===== src/rtl/noc_pkg.sv =====
// Shared NoC types and width helpers for the router input port and the link blocks.
// Blocks that take widths as parameters derive them with vc_w()/cnt_w().
package noc_pkg;

    localparam int DEF_D_WIDTH = 16;
    localparam int DEF_DEPTH   = 12;
    localparam int DEF_NUM_VC  = 4;

    function automatic int vc_w(input int n);
        return (n > 1) ? $clog2(n) : 1;
    endfunction

    function automatic int cnt_w(input int d);
        return $clog2(d + 1);
    endfunction

    localparam int VW = vc_w(DEF_NUM_VC);
    localparam int CW = cnt_w(DEF_DEPTH);

    typedef logic [DEF_D_WIDTH-1:0] flit_t;
    typedef logic [VW-1:0]          vc_id_t;

endpackage


===== src/rtl/vc_fwft_fifo.sv =====
// Single virtual-channel first-word-fall-through FIFO with occupancy count.
// push/pop arrive already qualified against full/empty by the parent.
module vc_fwft_fifo
    import noc_pkg::*;
#(
    parameter int D_WIDTH  = DEF_D_WIDTH,
    parameter int DEPTH    = DEF_DEPTH,
    parameter int AF_LEVEL = 10,
    parameter int CW       = cnt_w(DEPTH)
) (
    input  logic               clk,
    input  logic               rst,
    input  logic               push,
    input  logic               pop,
    input  logic [D_WIDTH-1:0] wr_data,
    output logic [D_WIDTH-1:0] rd_data,
    output logic [CW-1:0]      count,
    output logic               empty,
    output logic               full,
    output logic               afull
);

    localparam int PW = (DEPTH > 1) ? $clog2(DEPTH) : 1;

    logic [D_WIDTH-1:0] mem [DEPTH];
    logic [PW-1:0]      wr_ptr;
    logic [PW-1:0]      rd_ptr;

    // Explicit wrap so non-power-of-2 depths never touch unused slots.
    function automatic logic [PW-1:0] next_ptr(input logic [PW-1:0] p);
        return (p == PW'(DEPTH - 1)) ? '0 : p + 1'b1;
    endfunction

    always_ff @(posedge clk) begin
        if (rst) begin
            wr_ptr <= '0;
            rd_ptr <= '0;
            count  <= '0;
        end else begin
            if (push) wr_ptr <= next_ptr(wr_ptr);
            if (pop)  rd_ptr <= next_ptr(rd_ptr);
            case ({push, pop})
                2'b10:   count <= count + 1'b1;
                2'b01:   count <= count - 1'b1;
                default: count <= count;
            endcase
        end
    end

    always_ff @(posedge clk) begin
        if (push) mem[wr_ptr] <= wr_data;
    end

    assign rd_data = mem[rd_ptr];
    assign empty   = (count == '0);
    assign full    = (count == CW'(DEPTH));
    assign afull   = (count >= CW'(AF_LEVEL));

endmodule


===== src/rtl/vc_input_buffer.sv =====
// Router input-port buffer: NUM_VC FWFT queues behind one write and one read port,
// with a credit pulse per accepted pop and sticky overflow/underflow flags.
module vc_input_buffer
    import noc_pkg::*;
#(
    parameter int D_WIDTH  = DEF_D_WIDTH,
    parameter int DEPTH    = DEF_DEPTH,
    parameter int NUM_VC   = DEF_NUM_VC,
    parameter int AF_LEVEL = 10,
    localparam int VW      = vc_w(NUM_VC),
    localparam int CW      = cnt_w(DEPTH)
) (
    input  logic                 clk,
    input  logic                 rst,
    input  logic                 wr_en,
    input  logic [VW-1:0]        wr_vc,
    input  logic [D_WIDTH-1:0]   wr_data,
    input  logic                 rd_en,
    input  logic [VW-1:0]        rd_vc,
    output logic [D_WIDTH-1:0]   rd_data,
    output logic [NUM_VC-1:0]    vc_empty,
    output logic [NUM_VC-1:0]    vc_full,
    output logic [NUM_VC-1:0]    vc_afull,
    output logic [NUM_VC*CW-1:0] vc_count,
    output logic                 credit_valid,
    output logic [VW-1:0]        credit_vc,
    output logic                 overflow_err,
    output logic                 underflow_err
);

    logic [NUM_VC-1:0]  wr_sel;
    logic [NUM_VC-1:0]  rd_sel;
    logic [NUM_VC-1:0]  push;
    logic [NUM_VC-1:0]  pop;
    logic [D_WIDTH-1:0] head [NUM_VC];
    logic               wr_bad;
    logic               rd_bad;

    for (genvar i = 0; i < NUM_VC; i++) begin : g_vc
        assign wr_sel[i] = wr_en && (wr_vc == VW'(i));
        assign rd_sel[i] = rd_en && (rd_vc == VW'(i));
        assign push[i]   = wr_sel[i] && !vc_full[i];
        assign pop[i]    = rd_sel[i] && !vc_empty[i];

        vc_fwft_fifo #(
            .D_WIDTH  (D_WIDTH),
            .DEPTH    (DEPTH),
            .AF_LEVEL (AF_LEVEL),
            .CW       (CW)
        ) u_fifo (
            .clk     (clk),
            .rst     (rst),
            .push    (push[i]),
            .pop     (pop[i]),
            .wr_data (wr_data),
            .rd_data (head[i]),
            .count   (vc_count[i*CW +: CW]),
            .empty   (vc_empty[i]),
            .full    (vc_full[i]),
            .afull   (vc_afull[i])
        );
    end

    always_comb begin
        rd_data = '0;
        for (int i = 0; i < NUM_VC; i++) begin
            if (rd_vc == VW'(i)) rd_data = head[i];
        end
    end

    // No VC accepts the request when the id is out of range or the target is full/empty.
    assign wr_bad = wr_en && (push == '0);
    assign rd_bad = rd_en && (pop == '0);

    always_ff @(posedge clk) begin
        if (rst) begin
            credit_valid  <= 1'b0;
            credit_vc     <= '0;
            overflow_err  <= 1'b0;
            underflow_err <= 1'b0;
        end else begin
            credit_valid <= |pop;
            credit_vc    <= rd_vc;
            if (wr_bad) overflow_err  <= 1'b1;
            if (rd_bad) underflow_err <= 1'b1;
        end
    end

endmodule


===== config.mk =====
export PLATFORM = sky130hd
export DESIGN_NAME = vc_input_buffer
export DESIGN_NICKNAME = d
export VERILOG_FILES = /design/src/rtl/noc_pkg.sv /design/src/rtl/vc_fwft_fifo.sv /design/src/rtl/vc_input_buffer.sv
export SDC_FILE = /design/constraint.sdc
export NUM_CORES = 1
export LEC_CHECK = 0
export CORE_ASPECT_RATIO = 1.1
export CORE_MARGIN = 2
export CORE_UTILIZATION = 63
export CTS_BUF_LIST = sky130_fd_sc_hd__clkbuf_8
export DETAILED_ROUTE_END_ITERATION = 10
export GPL_TIMING_DRIVEN = 0
export PLACE_DENSITY = 0.81
export SLEW_MARGIN = 20
export SYNTH_ARGS = -nofsm -noshare
export SYNTH_HDL_FRONTEND = slang
export SYNTH_HIERARCHICAL = 1
export SYNTH_SLANG_ARGS = --single-unit

===== constraint.sdc =====
create_clock -name clk -period 3.6 [get_ports clk]
set_input_delay 0.72 -clock clk [delete_from_list [all_inputs] [get_ports clk]]
set_output_delay 0.72 -clock clk [all_outputs]
set_load 0.02 [all_outputs]

==> impl_metrics.yaml <==
yosys:
  synth-edff-count: 768
  ys_seq_area_share_pct: 73.9
  syn_nets: 1706
  ys_top_cells_by_area: "edfxtp_1 70%, mux4_2 14%, dfxtp_1 4.2%, mux2i_1 2.3%, ha_1 1.2%"
  synth_top_area_share_pct: 69.7
  synth_common_cells: "768 x edfxtp_1, 209 x mux4_2, 94 x nand2_1, 76 x mux2i_1, 69 x dfxtp_1"
  synth_seq_cells: 837
  ys_types: 41
  synth_async_sr_flop_share_pct: 0
  yosysWarnings: 6
  synth.most_common_cell: "edfxtp_1"
  syn_inst: 1650
  avgSynthCellArea_sq_um: 20.0
  syn-cell-area_sq_um: 33100
  synth_top_cell_by_area: "edfxtp_1"
  synthFlopType: "edfxtp_1"
sta:
  finalCritPeriodShare_pct: 106
  worstMarginPinSlew_ns: 1.14
  fin_skew_ns: 0.0400
  fmax_ghz: 0.263
  rsz0062_at_grt: "true"
  setup_ws_ns: -0.199
  maxSlewViolCount: 0
  setup_viol: 16
  finalHoldViolCount: 0
  maxSlewHeadroom_pct: 23.9
  period_needed_ns: 3.80
  timing.hold.ws_ns: 0.264
grt:
  grt_start_max_net_pins: 47
  grt_pass1_vias: 18024
  antenna_found_initial: 5
  grt_first_pass_wirelength_microns: 116000
  track_usage_pct: 29.6
  grt_overflow: 0
floorplanning:
  die_width_microns: 222
  rows: 88
  ios: 73
  die-height_microns: 244
  initial_utilization_pct: 63.4
  design.die.area_sq_um: 54400
  core-area_sq_um: 52200
setup_path:
  worst_path_max_delay_cell: "mux4_2"
  reg2reg_slack_ns: 0.08
  path_class: "register to output port"
  worst-path-buf-inv: 3
  crit_path_max_incr_delay_ns: 0.58
  required_ns: 2.88
  crit_family: "multiplexers"
  crit_chain: "buf_12 -> buf_12 -> mux4_2 -> mux2i_4 -> o21ai_4 -> mux4_2 -> buf_6"
  critPathLaunchType: "register"
  cp_max_fo: 5
  arrival_ns: 3.08
  cp-end-kind: "output port"
drt:
  via_count: 17693
  drt_iter0_drc: 2165
  first_pass_iters: 5
  drc_errors: 0
  ant_nets: 0
  routed_wl_microns: 81000
  routedWlPerCell_microns: 30.3
  vias_per_cell: 6.61
outcome:
  violations: "setup timing"
  status: "complete, but fails checks"
clocking:
  cts_made_buffers: 118
  root_buffer: "clkbuf_8"
  clk_latency_ns: 0.72
  postCtsHoldBufs: 0
  clkSinkCount: 837
  cts_tree: "done"
  clk_pin_slew_ns: 0.07
  h-tree-depth: 3
  max-clock-path-buffers: 3
cells_and_area:
  drive_gt1_share_pct: 32.0
  fin_cells: 2676
  synthToLayoutAreaGrowth_pct: 17.4
  nets: 1962
  fill_cells: 2722
  final_area_sq_um: 38800
power_and_ir_drop:
  p_leak_uw: 0.0124
  vdd_ir_drop_max_uv: 436
  finalPower_uw: 18300
  powerDensity_nw_per_um2: 470
placed_design:
  place_congestion: 0.806
  place_area_sq_um: 35000
  portBuffers: 70
  placedCellCount: 2420
  pre_cts_slack_ns: -0.567
  dpl.hpwl_microns: 47100
flow_run:
  drv_cap: 0
min_path:
  hold_path.class: "input pin to register"
-- cells in the final DEF (no fill, tap or decap), drive strengths merged, types with 8 or more instances in the layout --
cell type | netlist | layout
dfxtp | 69 | 69
nand2 | 94 | 94
nor3 | 27 | 27
inv | 13 | 54
clkinv | 0 | 45
mux4 | 209 | 209
ha | 32 | 32
mux2i | 76 | 76
mux2 | 17 | 17
a21oi | 24 | 24
nor3b | 8 | 8
and2 | 28 | 28
nor2b | 10 | 10
and3 | 16 | 16
nor2 | 38 | 38
clkdlybuf4s50 | 0 | 38
o21ai | 84 | 84
edfxtp | 768 | 768
clkbuf | 13 | 149
buf | 67 | 151
xor2 | 12 | 12
-- per-stage QoR --
| stage | utilization [%] | TNS (ns) |
|---|---|---|
| after floorplan | - | 0 |
| after detailed placement | 67.1 | -140.15 |
| after CTS | 73.8 | -1.80 |
| final | 74.4 | -2.52 |
| after global routing | 74.4 | -3.08 |
| after global placement | 66.3 | -314.97 |
-- layout make-up --
class                   count  area [sq um]  area share [%]
clock inverters            88           402            1.03
diodes                      2          5.00          0.0129
repair buffers            136          1600            4.12
flip-flops and latches    837         24500            63.0
clock buffers             125          1720            4.43
plain buffers              80           723            1.86
multi-input cells         720          9020            23.2
inverters                  13          48.8           0.126
well taps                 675           845            2.18
-- final timing paths --
| check | cells after the start | endpoint | from |
|---|---|---|---|
| max | 7 | rd_data[13] | register |
| min | 1 | g_vc[0].u_fifo/mem[0][11] | wr_data[11] |
| max reg2reg | 5 | g_vc[1].u_fifo/mem[9][8] | g_vc[1].u_fifo/count[0] |
| min reg2reg | 2 | underflow_err | underflow_err |
-- kinds of logic (layout without fill, tap and decap cells) --
logic type | after synthesis | in the layout | share of synthesized area (%)
muxes | 302 | 302 | 17.1
AOI/OAI and AO/OA | 129 | 129 | 2.14
DFF | 837 | 837 | 73.9
adders and majority gates | 32 | 32 | 1.21
other | 0 | 2 | 0
and+or+nand+nor | 241 | 241 | 3.58
xor gates and xnor gates | 16 | 16 | 0.424
buffers and inverters | 93 | 442 | 1.64
-- report_power, final --
part,switching (uW),internal (uW)
Sequential,32.1,10600
Combinational,471,317
Clock,3470,3330
-- sequential cells by signal (all words and copies together) (netlist names), named ones only --
register and flops:
g_vc.u_fifo/rd_ptr 16, g_vc.u_fifo/count 16, g_vc.u_fifo/mem 768, credit_valid 1, underflow_err 1, g_vc.u_fifo/wr_ptr 16, overflow_err 1, credit_vc 2
-- timing repair --
| item | 4_1_cts | 5_1_grt |
|---|---|---|
| resized for setup | 325 | 50 |
| gates cloned | 6 | 4 |
| setup buffers | 22 | 13 |
| hold endpoints to repair | 0 | 0 |
| pin swaps | 7 | 5 |
| endpoints found under the setup margin | 66 | 17 |
-- routing by layer --
metal	global-route usage [%]	vias up	routed length (microns)
met5	0	-	22
met4	12.5	4	3200
met3	6.06	170	8440
met2	50.1	1148	40900
met1	38.0	9107	28400
li1	-	7264	-
Power figures use the tool's default switching activity.
==> patch 1, RTL diff (same flow settings) <==
Change the package constant `DEF_D_WIDTH` from 16 to 20.
--- a/src/rtl/noc_pkg.sv
+++ b/src/rtl/noc_pkg.sv
@@ -2,7 +2,7 @@
 // Blocks that take widths as parameters derive them with vc_w()/cnt_w().
 package noc_pkg;
 
-    localparam int DEF_D_WIDTH = 16;
+    localparam int DEF_D_WIDTH = 20;
     localparam int DEF_DEPTH   = 12;
     localparam int DEF_NUM_VC  = 4;
 
Interface: changed (resized rd_data and wr_data); port bits go from 73 to 81. No check against the original RTL was run, so the function may have changed too.
==> patch 1 against the original RTL <==
The flow still finishes with violations (negative setup slack); first-iteration DRC count increased by 18%; routed wire length increased by 16%; non-clock buffer count increased by 8; cell count increased by 20%; setup slack got worse by 0.084 ns; area after synthesis increased by 22%; hold slack improved by 0.0099 ns; sequential cell count increased by 192; power increased by 26%; utilization decreased by 0.23 points; synthesized cell count increased by 19%; critical path depth unchanged; final area increased by 21%; critical path type unchanged; critical endpoint is now rd_data[1].
==> patch 1: results (changes against the original RTL) <==
gp_congestion: 0.851  # +5.6%
clk_latency_ns: 0.81  # +0.09 ns
wire_per_inst_um: 29.2  # -3.6%
first_global_vias: 21000  # +17%
hp-class: "in2reg"
reg2reg_slack_ns: -0.02  # -0.10 ns
peakVddDrop_mv: 0.365  # -16%
drt_first_iter_violations: 2557  # +18%
fin_nets: 2303  # +17%
largest_reg_flops: 960  # +25%
arrival_ns: 3.16  # +0.08 ns
timing.final.ws_setup_ns: -0.283  # -0.0835 ns
largest-register: "g_vc.u_fifo/mem"
status: "complete, but fails checks"
syn_area_per_cell_um2: 20.6  # +2.9%
relSlewSlack_pct: 24.6  # +0.72 points
skew_ns: 0.0323  # -0.00764 ns
drive_gt1_share_pct: 32.2  # +0.20 points
grt_usage_pct: 28.5  # -1.1 points
fin_cells: 3215  # +20%
synth_edf_count: 960  # +25%
dp_hpwl_mm: 59.6  # +27%
cts_max_level: 4  # +1
grt_pass1_wl_mm: 136  # +17%
crit_fanout: 6  # +1
power.leakage_uw: 0.0149  # +21%
numCtsBuffers: 155  # +31%
yosysUniqueCellTypes: 42  # +2.4%
synth_area_leaders: "edfxtp_1 71%, mux4_2 14%, dfxtp_1 3.4%, mux2i_1 2.3%, nand2_1 1.0%"
seq_area_frac_synth_pct: 74.6  # +0.73 points
synth_common_cells: "960 x edfxtp_1, 257 x mux4_2, 110 x nand2_1, 92 x mux2i_1, 80 x o21ai_1"
antenna_found_initial: 2  # -3
port_buffers: 79  # +13%
firstDrtPassIters: 6  # +1
finalSetupViolCount: 21  # +5
clock_path_buffers: 3  # unchanged
rr_worst_depth: 6  # +1
min_path_cells: 1  # unchanged
clockRootBuffer: "clkbuf_8"
ys.warnings.count: 6  # unchanged
dpl.cell_count: 2914  # +20%
grt_max_degree: 41  # -13%
syn-num-nets: 2022  # +19%
fillCellCount: 3335  # +23%
violations: "negative setup slack"
via_per_inst: 6.53  # -1.3%
postSynth.asyncResetShare_pct: 0  # unchanged
cts.clk_slew.worst_paths_ns: 0.06
-- patch 1: metal layers --
metal / GRT usage, % / up-vias / share of wire [%]
li1: - / 8653 / -
met2: 42.6 / 1314 / 48
met4: 11.6 / 2 / 3.5
met3: 6.36 / 150 / 11
met5: 0 / - / 0.018
met1: 41.7 / 10900 / 37
-- patch 1: final cells by class --
cell class / instances / area, um^2 / area share [%]
tap: 841 / 1050 / 2.23
clock buffer: 171 / 2350 / 4.99
clock inverter: 115 / 561 / 1.19
antenna: 2 / 5.00 / 0.0106
sequential: 1029 / 30200 / 64.1
inverter: 13 / 48.8 / 0.103
buffer: 98 / 778 / 1.65
timing repair buffer: 126 / 1670 / 3.53
multi-input combinational: 820 / 10500 / 22.2
-- patch 1: cell families after synthesis --
| family | Yosys count | share of synthesized area [%] |
|---|---|---|
| AOI/OAI and AO/OA | 145 | 2.01 |
| xor gates and xnor gates | 16 | 0.346 |
| adders and majority gates | 32 | 0.989 |
| buffers and inverters | 113 | 1.65 |
| DFF | 1029 | 74.6 |
| muxes | 370 | 17.3 |
| and+or+nand+nor | 257 | 3.07 |
-- patch 1: worst max-delay path, cell delays in order, from the launching register on --
cell and delay (ns):
dfxtp_4 0.38, buf_12 0.16, buf_12 0.13, mux4_2 0.56, mux2i_4 0.29, o21ai_4 0.13
mux4_2 0.55, buf_6 0.16
-- patch 1: path summary, 6_finish.rpt --
check | from | endpoint
max | register | rd_data[1]
min | wr_data[2] | g_vc[1].u_fifo/mem[8][2]
max reg2reg | g_vc[2].u_fifo/count[1] | g_vc[2].u_fifo/mem[2][17]
min reg2reg | underflow_err | underflow_err
-- patch 1: report_power, final --
part,internal [uW],switching [uW]
clock network,4580,4330
registers,13100,29.2
logic,363,565
total,18100,4920
-- patch 1: metrics by stage --
stage | worst slack [ns] | setup TNS, ns | hold slack [ns] | util (%) | instance area (um^2)
final | -0.283 | -4.67 | 0.274 | 74.1 | 47200
after global routing | -0.329 | -6.04 | 0.256 | 74.1 | 47200
after CTS | -0.309 | -4.93 | 0.221 | 73.5 | 46800
after detailed placement | -0.678 | -197.84 | 0.459 | 67.5 | 43000
after global placement | -2.76 | -782.36 | 0.444 | 66.5 | 42300
after floorplan | 0.0689 | 0 | 0.481 | - | 40500
-- patch 1: repair_timing --
item                       4_1_cts  5_1_grt
pin swaps                        6        6
buffers inserted                 4        0
gates cloned                     3        7
resized for setup              286       42
setup endpoints to repair       20       71
==> patch 2, RTL diff (same settings) <==
Made on the original files. The output `credit_vc` loses its register stage (`credit_vc` becomes a continuous assignment).
--- a/src/rtl/vc_input_buffer.sv
+++ b/src/rtl/vc_input_buffer.sv
@@ -75,16 +75,16 @@
     always_ff @(posedge clk) begin
         if (rst) begin
             credit_valid  <= 1'b0;
-            credit_vc     <= '0;
             overflow_err  <= 1'b0;
             underflow_err <= 1'b0;
         end else begin
             credit_valid <= |pop;
-            credit_vc    <= rd_vc;
             if (wr_bad) overflow_err  <= 1'b1;
             if (rd_bad) underflow_err <= 1'b1;
         end
     end
 
+    assign credit_vc = rd_vc;
+
 endmodule
 
Formal check against the unedited RTL: not equivalent (a bounded check fails within 4 cycles, from zero or initial values and one cycle with rst high).
==> patch 2 against the original RTL <==
The run still ends with negative setup slack left; critical path depth did not move; die area down 0.19%; clock skew is 0.0096 ns higher; power rose by 3.8%; setup slack got worse by 0.029 ns; routed wire length decreased by 6.6%; sequential cell count is 2 lower; via count down 2.7%; area after synthesis is 0.19% lower; final area decreased by 0.27%; critical path type unchanged; highest routed layer unchanged.
==> patch 2: results (changes against the original RTL) <==
clk_latency_ns: 0.72  # about the same
drt_first_iter_violations: 2205  # +1.8%
r2r-start: "g_vc[0].u_fifo/count[0]"
internal-power_uw: 15000  # +5.0%
wire_per_inst_um: 28.4  # -6.2%
finalSetupViolCount: 16  # unchanged
gp_congestion: 0.794  # -1.5%
syn-num-nets: 1703  # -0.18%
skew_ns: 0.0496  # +0.00963 ns
power.leakage_uw: 0.0123  # -0.19%
peakVddDrop_mv: 0.282  # -35%
placed_area_mm2: 0.0350  # about the same
min_path_cells: 1  # unchanged
yosysUniqueCellTypes: 42  # +2.4%
slowest_delay_ns: 0.63  # +0.05 ns
grt_usage_pct: 28.4  # -1.2 points
min_from: "wr_data[15]"
antenna_found_initial: 3  # -2
fillCellCount: 2738  # +0.59%
synth_edf_count: 768  # unchanged
reg2reg_slack_ns: 0.15  # +0.07 ns
synth_common_cells: "768 x edfxtp_1, 209 x mux4_2, 94 x nand2_1, 76 x mux2i_1"
pre_cts_ws_ns: -0.684  # -0.117 ns
timing.final.ws_setup_ns: -0.228  # -0.0286 ns
hold_viol_final: 0  # unchanged
drive_gt1_share_pct: 32.5  # +0.58 points
crit_fanout: 6  # +1
first_global_vias: 17600  # -2.3%
ys.warnings.count: 6  # unchanged
via_per_inst: 6.46  # -2.3%
largest-register: "g_vc.u_fifo/mem"
slowest_stage: "mux4_2"
arrival_ns: 3.11  # +0.03 ns
firstDrtPassIters: 6  # +1
grt_pass1_wl_mm: 112  # -3.6%
cts.clk_slew.worst_paths_ns: 0.06
clockRootBuffer: "clkbuf_8"
r2r-end: "g_vc[0].u_fifo/mem[0][10]"
seq_area_frac_synth_pct: 73.9  # about the same
synth_area_leaders: "edfxtp_1 70%, mux4_2 14%, dfxtp_1 4.1%, mux2i_1 2.3%, ha_1 1.2%"
fin_nets: 1942  # -1.0%
largest_reg_flops: 768  # unchanged
numCtsBuffers: 119  # +0.85%
tns_ns: -1.98  # +0.541 ns
status: "complete, but fails checks"
port_buffers: 71  # +1.4%
violations: "negative setup slack"
relSlewSlack_pct: 21.3  # -2.6 points
grt_max_degree: 47  # unchanged
rr_worst_depth: 6  # +1
dp_hpwl_mm: 47.3  # +0.62%
worstHoldEndpoint: "g_vc[3].u_fifo/mem[7][15]"
[patch 2: stage by stage]
step	total power, uW	instances	hold WS, ns
2_1_floorplan	11100	1647	0.481
3_3_place_gp	11500	2393	0.437
3_5_place_dp	11500	2419	0.449
4_1_cts	19000	2654	0.215
5_1_grt	19500	2664	0.240
6_report	19000	2665	0.252
[patch 2: layer usage]
layer | track usage (%) | vias up | wire [um]
met5 | 0 | - | 15
met4 | 10.7 | 2 | 2300
met3 | 4.84 | 135 | 6640
met2 | 47.8 | 912 | 39200
met1 | 37.9 | 8944 | 27500
li1 | - | 7228 | -
[patch 2: worst max path at each step]
| stage | cells after the start | slack [ns] | end |
|---|---|---|---|
| final | 7 | -0.23 | rd_data[14] |
| after global routing | 7 | -0.29 | rd_data[14] |
| after CTS | 7 | -0.23 | rd_data[14] |
| after detailed placement | 8 | -0.68 | g_vc[1].u_fifo/count[3] |
| after global placement | 8 | -1.69 | g_vc[1].u_fifo/count[3] |
| after floorplan | 9 | 0.51 | g_vc[2].u_fifo/count[3] |
[patch 2: repair_timing]
| action | in CTS | in global routing |
|---|---|---|
| pin swaps | 2 | 5 |
| hold buffers | 0 | 0 |
| gates cloned | 4 | 0 |
| buffers inserted | 8 | 10 |
| gates resized for setup | 283 | 49 |
| setup endpoints to repair | 68 | 33 |
[patch 2: critical path: cells and delay by family, from the launching register on]
| kind | cells | cell delay (ns) |
|---|---|---|
| AO/OA/AOI/OAI | 1 | 0.11 |
| buffers and inverters | 3 | 0.44 |
| flip-flops | 1 | 0.42 |
| multiplexers | 3 | 1.41 |
[patch 2: area by class of cell]
type / instances / area, um^2 / share of cell area [%]
multi-input combinational: 718 / 8840 / 22.8
antenna: 2 / 5.00 / 0.0129
tap: 675 / 845 / 2.18
sequential: 835 / 24400 / 63.1
clock buffer: 139 / 1910 / 4.94
buffer: 81 / 693 / 1.79
timing repair buffer: 118 / 1380 / 3.57
inverter: 13 / 48.8 / 0.126
clock inverter: 84 / 568 / 1.47
[patch 2: cell families after synthesis]
family          share of synthesized area [%]
mux                                      17.1
flops                                    73.9
compound gates                           2.11
simple gates                             3.58
buf+inv                                  1.63
fa+ha+maj                                1.21
xor+xnor                                0.451
[patch 2: power by group through the flow]
stage | clock network (uW) | registers (uW) | logic (uW)
final | 7560 | 10600 | 752
after floorplan | 0 | 10900 | 278
after global placement | 0 | 10900 | 605
after CTS | 7610 | 10600 | 729
after global routing | 8050 | 10600 | 787
after detailed placement | 0 | 10900 | 678
